===== src/rtl/regfile_pkg.sv =====
// Shared types and default sizing for the register-file access controller.
package regfile_pkg;

    localparam int REGFILE_WIDTH = 16;
    localparam int REGFILE_NREGS = 8;

    typedef enum logic [1:0] {
        ST_IDLE  = 2'd0,
        ST_READ  = 2'd1,
        ST_WRITE = 2'd2,
        ST_RESP  = 2'd3
    } state_t;

endpackage


===== src/rtl/regfile_access_ctrl_if.sv =====
// Request/response bus between a requester (master) and regfile_access_ctrl (slave).
interface regfile_access_ctrl_if
    import regfile_pkg::*;
#(
    parameter int WIDTH = REGFILE_WIDTH,
    parameter int NREGS = REGFILE_NREGS
);
    localparam int AW = $clog2(NREGS);

    logic             req_valid;
    logic             req_ready;
    logic [AW-1:0]    req_rs1;
    logic [AW-1:0]    req_rs2;
    logic [AW-1:0]    req_rd;
    logic             req_we;
    logic [WIDTH-1:0] req_wdata;
    logic             rsp_valid;
    logic             rsp_ready;
    logic [WIDTH-1:0] rsp_rdata1;
    logic [WIDTH-1:0] rsp_rdata2;

    modport master (
        output req_valid, req_rs1, req_rs2, req_rd, req_we, req_wdata, rsp_ready,
        input  req_ready, rsp_valid, rsp_rdata1, rsp_rdata2
    );

    modport slave (
        input  req_valid, req_rs1, req_rs2, req_rd, req_we, req_wdata, rsp_ready,
        output req_ready, rsp_valid, rsp_rdata1, rsp_rdata2
    );

endinterface


===== src/rtl/regfile_addr_dec.sv =====
// Address to one-hot row-enable decoder; all-zero output when en is low.
module regfile_addr_dec #(
    parameter int AW    = 3,
    parameter int NREGS = 8
) (
    input  logic             en,
    input  logic [AW-1:0]    addr,
    output logic [NREGS-1:0] onehot
);

    always_comb begin
        onehot = '0;
        if (en) begin
            onehot[addr] = 1'b1;
        end
    end

endmodule


===== src/rtl/regfile_access_ctrl.sv =====
// Sequences one read-then-write access per request onto a bit-cell register array.
// Optional build macro REGFILE_R0_ZERO_EN makes register 0 a hardwired zero.
module regfile_access_ctrl
    import regfile_pkg::*;
#(
    parameter int WIDTH = REGFILE_WIDTH,
    parameter int NREGS = REGFILE_NREGS
) (
    input  logic                 clk,
    input  logic                 rst,
    regfile_access_ctrl_if.slave bus,
    output logic [NREGS-1:0]     wen,
    output logic [NREGS-1:0]     ren1,
    output logic [NREGS-1:0]     ren2,
    output logic [WIDTH-1:0]     d,
    input  logic [WIDTH-1:0]     bl1,
    input  logic [WIDTH-1:0]     bl2
);

    localparam int AW = $clog2(NREGS);

    if ((NREGS < 2) || ((1 << AW) != NREGS)) begin : g_nregs_chk
        $error("regfile_access_ctrl: NREGS must be a power of 2 and at least 2");
    end

    state_t           state;
    state_t           state_nx;
    logic [AW-1:0]    rs1_q;
    logic [AW-1:0]    rs2_q;
    logic [AW-1:0]    rd_q;
    logic             we_q;
    logic [WIDTH-1:0] wdata_q;
    logic [WIDTH-1:0] rdata1_q;
    logic [WIDTH-1:0] rdata2_q;
    logic [WIDTH-1:0] rd1_val;
    logic [WIDTH-1:0] rd2_val;
    logic             ren1_en;
    logic             ren2_en;
    logic             wen_en;
    logic             accept;

    assign bus.req_ready  = (state == ST_IDLE);
    assign accept         = bus.req_valid && bus.req_ready;
    assign bus.rsp_valid  = (state == ST_RESP);
    assign bus.rsp_rdata1 = rdata1_q;
    assign bus.rsp_rdata2 = rdata2_q;

`ifdef REGFILE_R0_ZERO_EN
    // Row 0 is never enabled; its reads return zero regardless of the bitline.
    assign ren1_en = (state == ST_READ)  && (rs1_q != '0);
    assign ren2_en = (state == ST_READ)  && (rs2_q != '0);
    assign wen_en  = (state == ST_WRITE) && we_q && (rd_q != '0);
    assign rd1_val = (rs1_q == '0) ? '0 : bl1;
    assign rd2_val = (rs2_q == '0) ? '0 : bl2;
`else
    assign ren1_en = (state == ST_READ);
    assign ren2_en = (state == ST_READ);
    assign wen_en  = (state == ST_WRITE) && we_q;
    assign rd1_val = bl1;
    assign rd2_val = bl2;
`endif

    // Enables and d derive combinationally from state so an async reset drops them at once.
    assign d = (state == ST_WRITE) ? wdata_q : '0;

    regfile_addr_dec #(.AW(AW), .NREGS(NREGS)) u_dec_ren1 (
        .en     (ren1_en),
        .addr   (rs1_q),
        .onehot (ren1)
    );

    regfile_addr_dec #(.AW(AW), .NREGS(NREGS)) u_dec_ren2 (
        .en     (ren2_en),
        .addr   (rs2_q),
        .onehot (ren2)
    );

    regfile_addr_dec #(.AW(AW), .NREGS(NREGS)) u_dec_wen (
        .en     (wen_en),
        .addr   (rd_q),
        .onehot (wen)
    );

    always_comb begin
        state_nx = state;
        case (state)
            ST_IDLE:  if (accept) state_nx = ST_READ;
            ST_READ:  state_nx = ST_WRITE;
            ST_WRITE: state_nx = ST_RESP;
            ST_RESP:  if (bus.rsp_ready) state_nx = ST_IDLE;
            default:  state_nx = ST_IDLE;
        endcase
    end

    always_ff @(posedge clk or negedge rst) begin
        if (!rst) begin
            state    <= ST_IDLE;
            rs1_q    <= '0;
            rs2_q    <= '0;
            rd_q     <= '0;
            we_q     <= 1'b0;
            wdata_q  <= '0;
            rdata1_q <= '0;
            rdata2_q <= '0;
        end else begin
            state <= state_nx;
            if (accept) begin
                rs1_q   <= bus.req_rs1;
                rs2_q   <= bus.req_rs2;
                rd_q    <= bus.req_rd;
                we_q    <= bus.req_we;
                wdata_q <= bus.req_wdata;
            end
            if (state == ST_READ) begin
                rdata1_q <= rd1_val;
                rdata2_q <= rd2_val;
            end
        end
    end

endmodule

===== src/flat_wrapper.sv =====
// flat-port wrapper written by rule: the top's interface ports become plain ports
module regfile_access_ctrl_flat import regfile_pkg::*;
#(
    parameter int WIDTH = REGFILE_WIDTH,
    parameter int NREGS = REGFILE_NREGS
)
  (clk, rst, wen, ren1, ren2, d, bl1, bl2, bus_req_valid, bus_req_rs1, bus_req_rs2, bus_req_rd, bus_req_we, bus_req_wdata, bus_rsp_ready, bus_req_ready, bus_rsp_valid, bus_rsp_rdata1, bus_rsp_rdata2);
  regfile_access_ctrl_if #(.WIDTH(WIDTH), .NREGS(NREGS)) bus_i ();
  input  logic clk;
  input  logic rst;
  output logic [NREGS-1:0] wen;
  output logic [NREGS-1:0] ren1;
  output logic [NREGS-1:0] ren2;
  output logic [WIDTH-1:0] d;
  input  logic [WIDTH-1:0] bl1;
  input  logic [WIDTH-1:0] bl2;
  input wire logic [$bits(bus_i.req_valid)-1:0] bus_req_valid;
  input wire logic [$bits(bus_i.req_rs1)-1:0] bus_req_rs1;
  input wire logic [$bits(bus_i.req_rs2)-1:0] bus_req_rs2;
  input wire logic [$bits(bus_i.req_rd)-1:0] bus_req_rd;
  input wire logic [$bits(bus_i.req_we)-1:0] bus_req_we;
  input wire logic [$bits(bus_i.req_wdata)-1:0] bus_req_wdata;
  input wire logic [$bits(bus_i.rsp_ready)-1:0] bus_rsp_ready;
  output wire logic [$bits(bus_i.req_ready)-1:0] bus_req_ready;
  output wire logic [$bits(bus_i.rsp_valid)-1:0] bus_rsp_valid;
  output wire logic [$bits(bus_i.rsp_rdata1)-1:0] bus_rsp_rdata1;
  output wire logic [$bits(bus_i.rsp_rdata2)-1:0] bus_rsp_rdata2;
  assign bus_i.req_valid = bus_req_valid;
  assign bus_i.req_rs1 = bus_req_rs1;
  assign bus_i.req_rs2 = bus_req_rs2;
  assign bus_i.req_rd = bus_req_rd;
  assign bus_i.req_we = bus_req_we;
  assign bus_i.req_wdata = bus_req_wdata;
  assign bus_i.rsp_ready = bus_rsp_ready;
  assign bus_req_ready = bus_i.req_ready;
  assign bus_rsp_valid = bus_i.rsp_valid;
  assign bus_rsp_rdata1 = bus_i.rsp_rdata1;
  assign bus_rsp_rdata2 = bus_i.rsp_rdata2;
  regfile_access_ctrl #(.WIDTH(WIDTH), .NREGS(NREGS)) u_core (.clk(clk), .rst(rst), .bus(bus_i), .wen(wen), .ren1(ren1), .ren2(ren2), .d(d), .bl1(bl1), .bl2(bl2));
endmodule

===== config.mk =====
export PLATFORM = sky130hd
export DESIGN_NAME = regfile_access_ctrl_flat
export DESIGN_NICKNAME = d
export VERILOG_FILES = /design/src/rtl/regfile_pkg.sv /design/src/rtl/regfile_access_ctrl_if.sv /design/src/rtl/regfile_addr_dec.sv /design/src/rtl/regfile_access_ctrl.sv /design/src/flat_wrapper.sv
export SDC_FILE = /design/constraint.sdc
export NUM_CORES = 1
export LEC_CHECK = 0
export ABC_AREA = 1
export CAP_MARGIN = 20
export CORE_MARGIN = 1
export CORE_UTILIZATION = 45
export DETAILED_ROUTE_END_ITERATION = 6
export PLACE_DENSITY = 0.92
export SYNTH_ARGS = -nofsm -noshare
export SYNTH_HDL_FRONTEND = slang
export SYNTH_HIERARCHICAL = 1
export SYNTH_SLANG_ARGS = --single-unit

===== constraint.sdc =====
create_clock -name clk -period 4.1 [get_ports clk]
set_input_delay 0.82 -clock clk [delete_from_list [all_inputs] [get_ports clk]]
set_output_delay 0.82 -clock clk [all_outputs]
set_load 0.02 [all_outputs]

==> results_dict.tcl, run 1 <==
set metrics [dict create \
    synth-async-reset-ratio 1.00 \
    cts_root_buf "clkbuf_8" \
    yosys-top-cells-count "nand2_1, inv_1, dfrtp_1" \
    yosysUniqueCellTypes 16 \
    yosysMostFrequentCell "nand2_1" \
    worstPathCellList "inv_1 > ha_1 > nand2_1 > inv_1 > nand2_1 > nor2_1 > clkdlybuf4s50_1" \
    core_um2 6100 \
    netlist_instances 357 \
    fin_ws_ps 815 \
    met1_usage 0.245 \
    critPathRequiredTime_ps 3280 \
    multi_input_area_um2 1030 \
    setup_viol 0 \
    p_seq_frac 0.316 \
    hold_buffers 0 \
    diodes 0 \
    dr.pass1.iters 4 \
    max_freq_mhz 304 \
    synth_area_um2 2910 \
    finalCritPeriodShare 0.801 \
    clock_latency_ps 320 \
    drt-total-wl_um 7310 \
    path_max_fanout 18 \
    powerDensity_nw_per_um2 746 \
    slowest_stage "clkdlybuf4s50_1" \
    via_per_inst 4.67 \
    cp-end-kind "primary output" \
    pwr-share-comb 0.490 \
    synth-main-ff-cell "dfrtp_1" \
    synth_nets 423 \
    nets 556 \
    cts_tree "yes" \
    status "finished, final reports clean" \
    p_clk_frac 0.195 \
    yosysTopAreaCellShare 0.515 \
    use_met2 0.398 \
    grt_pass1_vias 2551 \
    r2r_end "u_core/rs2_q[2]" \
    synth_area_leaders "dfrtp_1, nand2_1, inv_1" \
    wl_per_cell_um 12.8 \
    cts.clk_slew.worst_paths_ps 60 \
    fin_worst_skew_ps 7.55 \
    synth_top_area_cell "dfrtp_1" \
    cts-resized-gates 0 \
    hold_viol 0 \
    hold_path_class "in2async" \
    leakagePower_uw 0.00220 \
    irDropWorstVdd_mv 0.450 \
    num_rows 28 \
    vias 2660 \
    worstMarginPinSlew_ps 792 \
    slew_violations 0 \
    regArea_um2 1500 \
    place_ws_ps 1170 \
    die_w_um 82.5 \
    ys_seq_elements 60 \
    ant_nets 0 \
    cts_sinks 60 \
    finalSetupTns_ps 0 \
    fill_cells 431 \
    switchingPower_uw 1350 \
    r2r_start "u_core/state[0]" \
    grt-ovfl-total 0 \
    grt_pass1_wl_um 11000 \
    synth_seq_area_share 0.515 \
    r2r_cells 6 \
    numCtsBuffers 9 \
    die_h_um 82.5 \
    drt_first_iter_violations 130 \
    cp_num_buf_inv 3 \
    track_usage 0.219 \
    port_buffers 135 \
    relSlewSlack 0.471 \
    design.portCount 136 \
    critical_path_class "reg2out" \
    switching_share 0.402 \
    rsz0062_at_grt "no" \
    crit_arrival_ps 2470 \
    cts_max_level 3 \
    start_kind "register" \
    cp_top_family "buffers and inverters" \
    p_int_uw 2000 \
    dp_hpwl_um 5300 \
    period_minus_slack_ps 3290 \
    antenna_found_initial 0 \
    syn_area_per_cell_um2 8.16 \
    die_area_um2 6800 \
    reg2reg_slack_ps 2400 \
    area_growth_pct 54.3 \
    cts_setup_buffers 0 \
    gp_congestion 0.790 \
    synth_enable_flop_cells 0 \
    grt_max_degree 65 \
    top_usage_layer "met2" \
    initial_core_util 0.478 \
    use_met3 0.0484 \
    yosysWarnings 6 \
    holdWs_ps 270 \
    drive_gt1_frac 0.0889 \
    critPathMaxStageDelay_ps 620 \
    drv_cap 0 \
    drc_errors 0 \
    clk_path_buf_depth 2 \
]
==> cells in the final DEF (no fill, tap or decap), types with 3 or more instances in the layout <==
cell / n
buf_4: 4
ha_1: 3
nor2_1: 24
nand2_1: 126
dfrtp_1: 60
bufinv_16: 3
o21ai_0: 21
clkdlybuf4s50_1: 134
inv_1: 63
o21ai_1: 11
nand3_2: 20
nand3_1: 8
clkbuf_8: 11
==> layer usage <==
metal  part of all wire  vias to the layer above
li1                   -                     1327
met3              0.068                        8
met4             0.0084                        0
met2               0.52                      106
met5                  0                        -
met1               0.40                     1219
==> worst reg2reg max path, stage by stage, from the launching register on <==
cell     delay (ps)
dfrtp_1         420
inv_1           110
ha_1            180
buf_4           390
nand2_4         280
nand2_1         150
nand2_1          60
==> registers in the layout, summed over array words and instances, names as in the netlist <==
name                   cells
u_core/rs2_q               3
u_core/wdata_q            16
u_core/bus.rsp_rdata1     16
u_core/we_q                1
u_core/bus.rsp_rdata2     16
u_core/rd_q                3
u_core/state               2
u_core/rs1_q               3
==> worst max-delay path by stage <==
stage                                from      to  slack, ps  depth (start not counted)
after floorplan           u_core/state[0]  wen[1]       1830                          8
after global placement    u_core/state[0]  wen[1]       1300                          7
after detailed placement  u_core/state[0]  wen[1]       1170                          7
after CTS                 u_core/state[0]  wen[1]        800                          7
after global routing      u_core/state[0]  wen[6]        610                          7
final                     u_core/state[0]  wen[6]        810                          7
==> area by class of cell <==
cell class                      count  area share
Sequential cell                    60       0.334
Timing Repair Buffer              139       0.306
Multi-Input combinational cell    216       0.230
Inverter                           64      0.0534
Clock buffer                       12      0.0345
Clock inverter                      4      0.0212
Tap cell                           75      0.0209
==> cell families after synthesis <==
logic type / count (synthesis) / synth area share
adder cells (fa/ha/maj): 4 / 0.0172
buffers and inverters: 81 / 0.131
flip-flops: 60 / 0.515
AND/OR/NAND/NOR: 180 / 0.282
AO/OA/AOI/OAI: 32 / 0.0550
==> stage by stage <==
stage	power (uW)	instance area [um^2]	util	cells
4_1_cts	3380	4500	0.737	570
3_5_place_dp	2700	4250	0.696	554
6_report	3350	4500	0.737	570
5_1_grt	3590	4500	0.737	570
3_3_place_gp	2620	4250	0.696	554
2_1_floorplan	2050	2910	-	357
==> power by group through the flow <==
stage	Combinational, uW	Sequential [uW]	Clock, uW
floorplan	827	1220	0
global placement	1580	1040	0
detailed placement	1640	1070	0
CTS	1650	1060	670
global route	1800	1100	694
finish	1640	1060	654
Power figures use the tool's default switching activity.
==> run 2: changes to the inputs <==
--- a/config.mk
+++ b/config.mk
@@ -8,9 +8,9 @@
 export ABC_AREA = 1
 export CAP_MARGIN = 20
 export CORE_MARGIN = 1
-export CORE_UTILIZATION = 45
+export CORE_UTILIZATION = 37
 export DETAILED_ROUTE_END_ITERATION = 6
-export PLACE_DENSITY = 0.92
+export PLACE_DENSITY = 0.81
 export SYNTH_ARGS = -nofsm -noshare
 export SYNTH_HDL_FRONTEND = slang
 export SYNTH_HIERARCHICAL = 1
==> constraint.sdc (replaced) <==
create_clock -name clk -period 2.8 [get_ports clk]
set_input_delay 0.56 -clock clk [delete_from_list [all_inputs] [get_ports clk]]
set_output_delay 0.56 -clock clk [all_outputs]
set_load 0.02 [all_outputs]
==> results_dict.tcl, run 2 (synthesis results as in run 1) <==
set metrics [dict create \
    status "finished, final reports clean" \
    mostFrequentLayoutCells "clkdlybuf4s50_1, nand2_1, inv_1" \
    worstMarginPinSlew_ps 452 \
    cp_top_family "buffers and inverters" \
    crit_arrival_ps 2090 \
    leakagePower_uw 0.00220 \
    grt_pass1_wl_um 12200 \
    wl_per_cell_um 12.1 \
    max_freq_mhz 377 \
    fin_worst_skew_ps 7.63 \
    initial_core_util 0.391 \
    place_ws_ps 486 \
    finalSetupTns_ps 0 \
    worstPathCellList "inv_1 > ha_1 > nand2_1 > inv_1 > nand2_1 > nor2_1 > clkdlybuf4s50_1" \
    clock_latency_ps 330 \
    critical_path_class "reg2out" \
    cp-end-kind "primary output" \
    via_per_inst 4.50 \
    grt_pass1_vias 2628 \
    num_rows 31 \
    die_h_um 90.7 \
    track_usage 0.185 \
    irDropWorstVdd_mv 0.547 \
    cp_num_buf_inv 3 \
    dr.pass1.iters 4 \
    design.portCount 136 \
    critPathMaxStageDelay_ps 610 \
    path_max_fanout 5 \
    holdWs_ps 228 \
    reg2reg_slack_ps 1130 \
    numCtsBuffers 9 \
    die_area_um2 8230 \
    gp_congestion 0.764 \
    place_area_um2 4310 \
    clk_path_buf_depth 2 \
    finalCritPeriodShare 0.947 \
    drive_gt1_frac 0.0964 \
    power_uw 4610 \
    drv_cap 0 \
    critPathRequiredTime_ps 2240 \
    vias 2688 \
    antenna_found_initial 0 \
    r2r_cells 6 \
    cts_sinks 60 \
    grt-ovfl-total 0 \
    cp-startpoint "u_core/state[0]" \
    grt_max_degree 61 \
    port_buffers 135 \
    r2r_start "u_core/state[0]" \
    ant_nets 0 \
    r2r_end "u_core/rd_q[1]" \
    area_growth_pct 53.8 \
    powerDensity_nw_per_um2 1030 \
    drt-total-wl_um 7220 \
    slowest_stage "clkdlybuf4s50_1" \
    nets 559 \
    final_common_cell "clkdlybuf4s50_1" \
    rsz0062_at_grt "no" \
    hold_viol 0 \
    cts.clk_slew.worst_paths_ps 60 \
    drc_errors 0 \
    relSlewSlack 0.698 \
    period_minus_slack_ps 2650 \
    cts_tree "yes" \
    die_w_um 90.7 \
    cts_max_level 3 \
    core_um2 7450 \
    dp_hpwl_um 5210 \
    diodes 0 \
    fin_ws_ps 148 \
    hold_buffers 0 \
    fill_cells 655 \
    setup_viol 0 \
    design_area_um2 4480 \
    drt_first_iter_violations 104 \
    cts_root_buf "clkbuf_8" \
    start_kind "register" \
    hold_path_class "in2async" \
    slew_violations 0 \
]
## run 2: changes by cell type in the layout (fill, tap and decap cells not counted)
cell,delta
buf_12,+1
buf_4,+2
bufinv_16,-3
clkbuf_1,-1
clkbuf_8,-2
clkdlybuf4s50_1,-1
clkinv_2,+3
clkinv_4,+1
clkinvlp_4,+2
dlymetal6s2s_1,+1
## run 2: metrics by stage
| step | instances | utilization |
|---|---|---|
| 3_5_place_dp | 581 | 0.579 |
| 5_1_grt | 597 | 0.602 |
| 2_1_floorplan | 357 | - |
| 3_3_place_gp | 581 | 0.579 |
| 6_report | 597 | 0.602 |
| 4_1_cts | 597 | 0.601 |
## run 2: what timing repair did
action	CTS	global route
buffers inserted	0	0
resized for setup	0	1
endpoints found under the setup margin	0	1
## run 2: power by group
part           internal [uW]  leakage, uW  switching, uW
sequential              1290     0.000742            264
clock                    315    0.0000848            341
combinational           1020      0.00137           1370
total                   2630      0.00220           1980
## run 2: worst max path at each step
stage | end | slack (ps) | depth (start not counted)
floorplan | wen[1] | 790 | 8
global placement | d[1] | 580 | 6
detailed placement | wen[3] | 490 | 7
CTS | wen[3] | 120 | 7
global route | wen[3] | 7 | 7
finish | wen[3] | 150 | 7
## run 2: metal layers
metal / vias up / GRT usage / wire length [um]
met2: 97 / 0.302 / 3460
met1: 1245 / 0.239 / 3210
met5: - / 0 / 0
li1: 1335 / - / -
met3: 11 / 0.0362 / 448
met4: 0 / 0.0766 / 100
## run 2: layout make-up
cell class / count / area, um^2 / share of cell area
clock inverter: 7 / 43.8 / 0.00977
tap: 99 / 124 / 0.0276
timing repair buffer: 142 / 1410 / 0.316
multi-input combinational: 216 / 1030 / 0.231
clock buffer: 9 / 124 / 0.0276
sequential: 60 / 1500 / 0.335
inverter: 64 / 240 / 0.0536
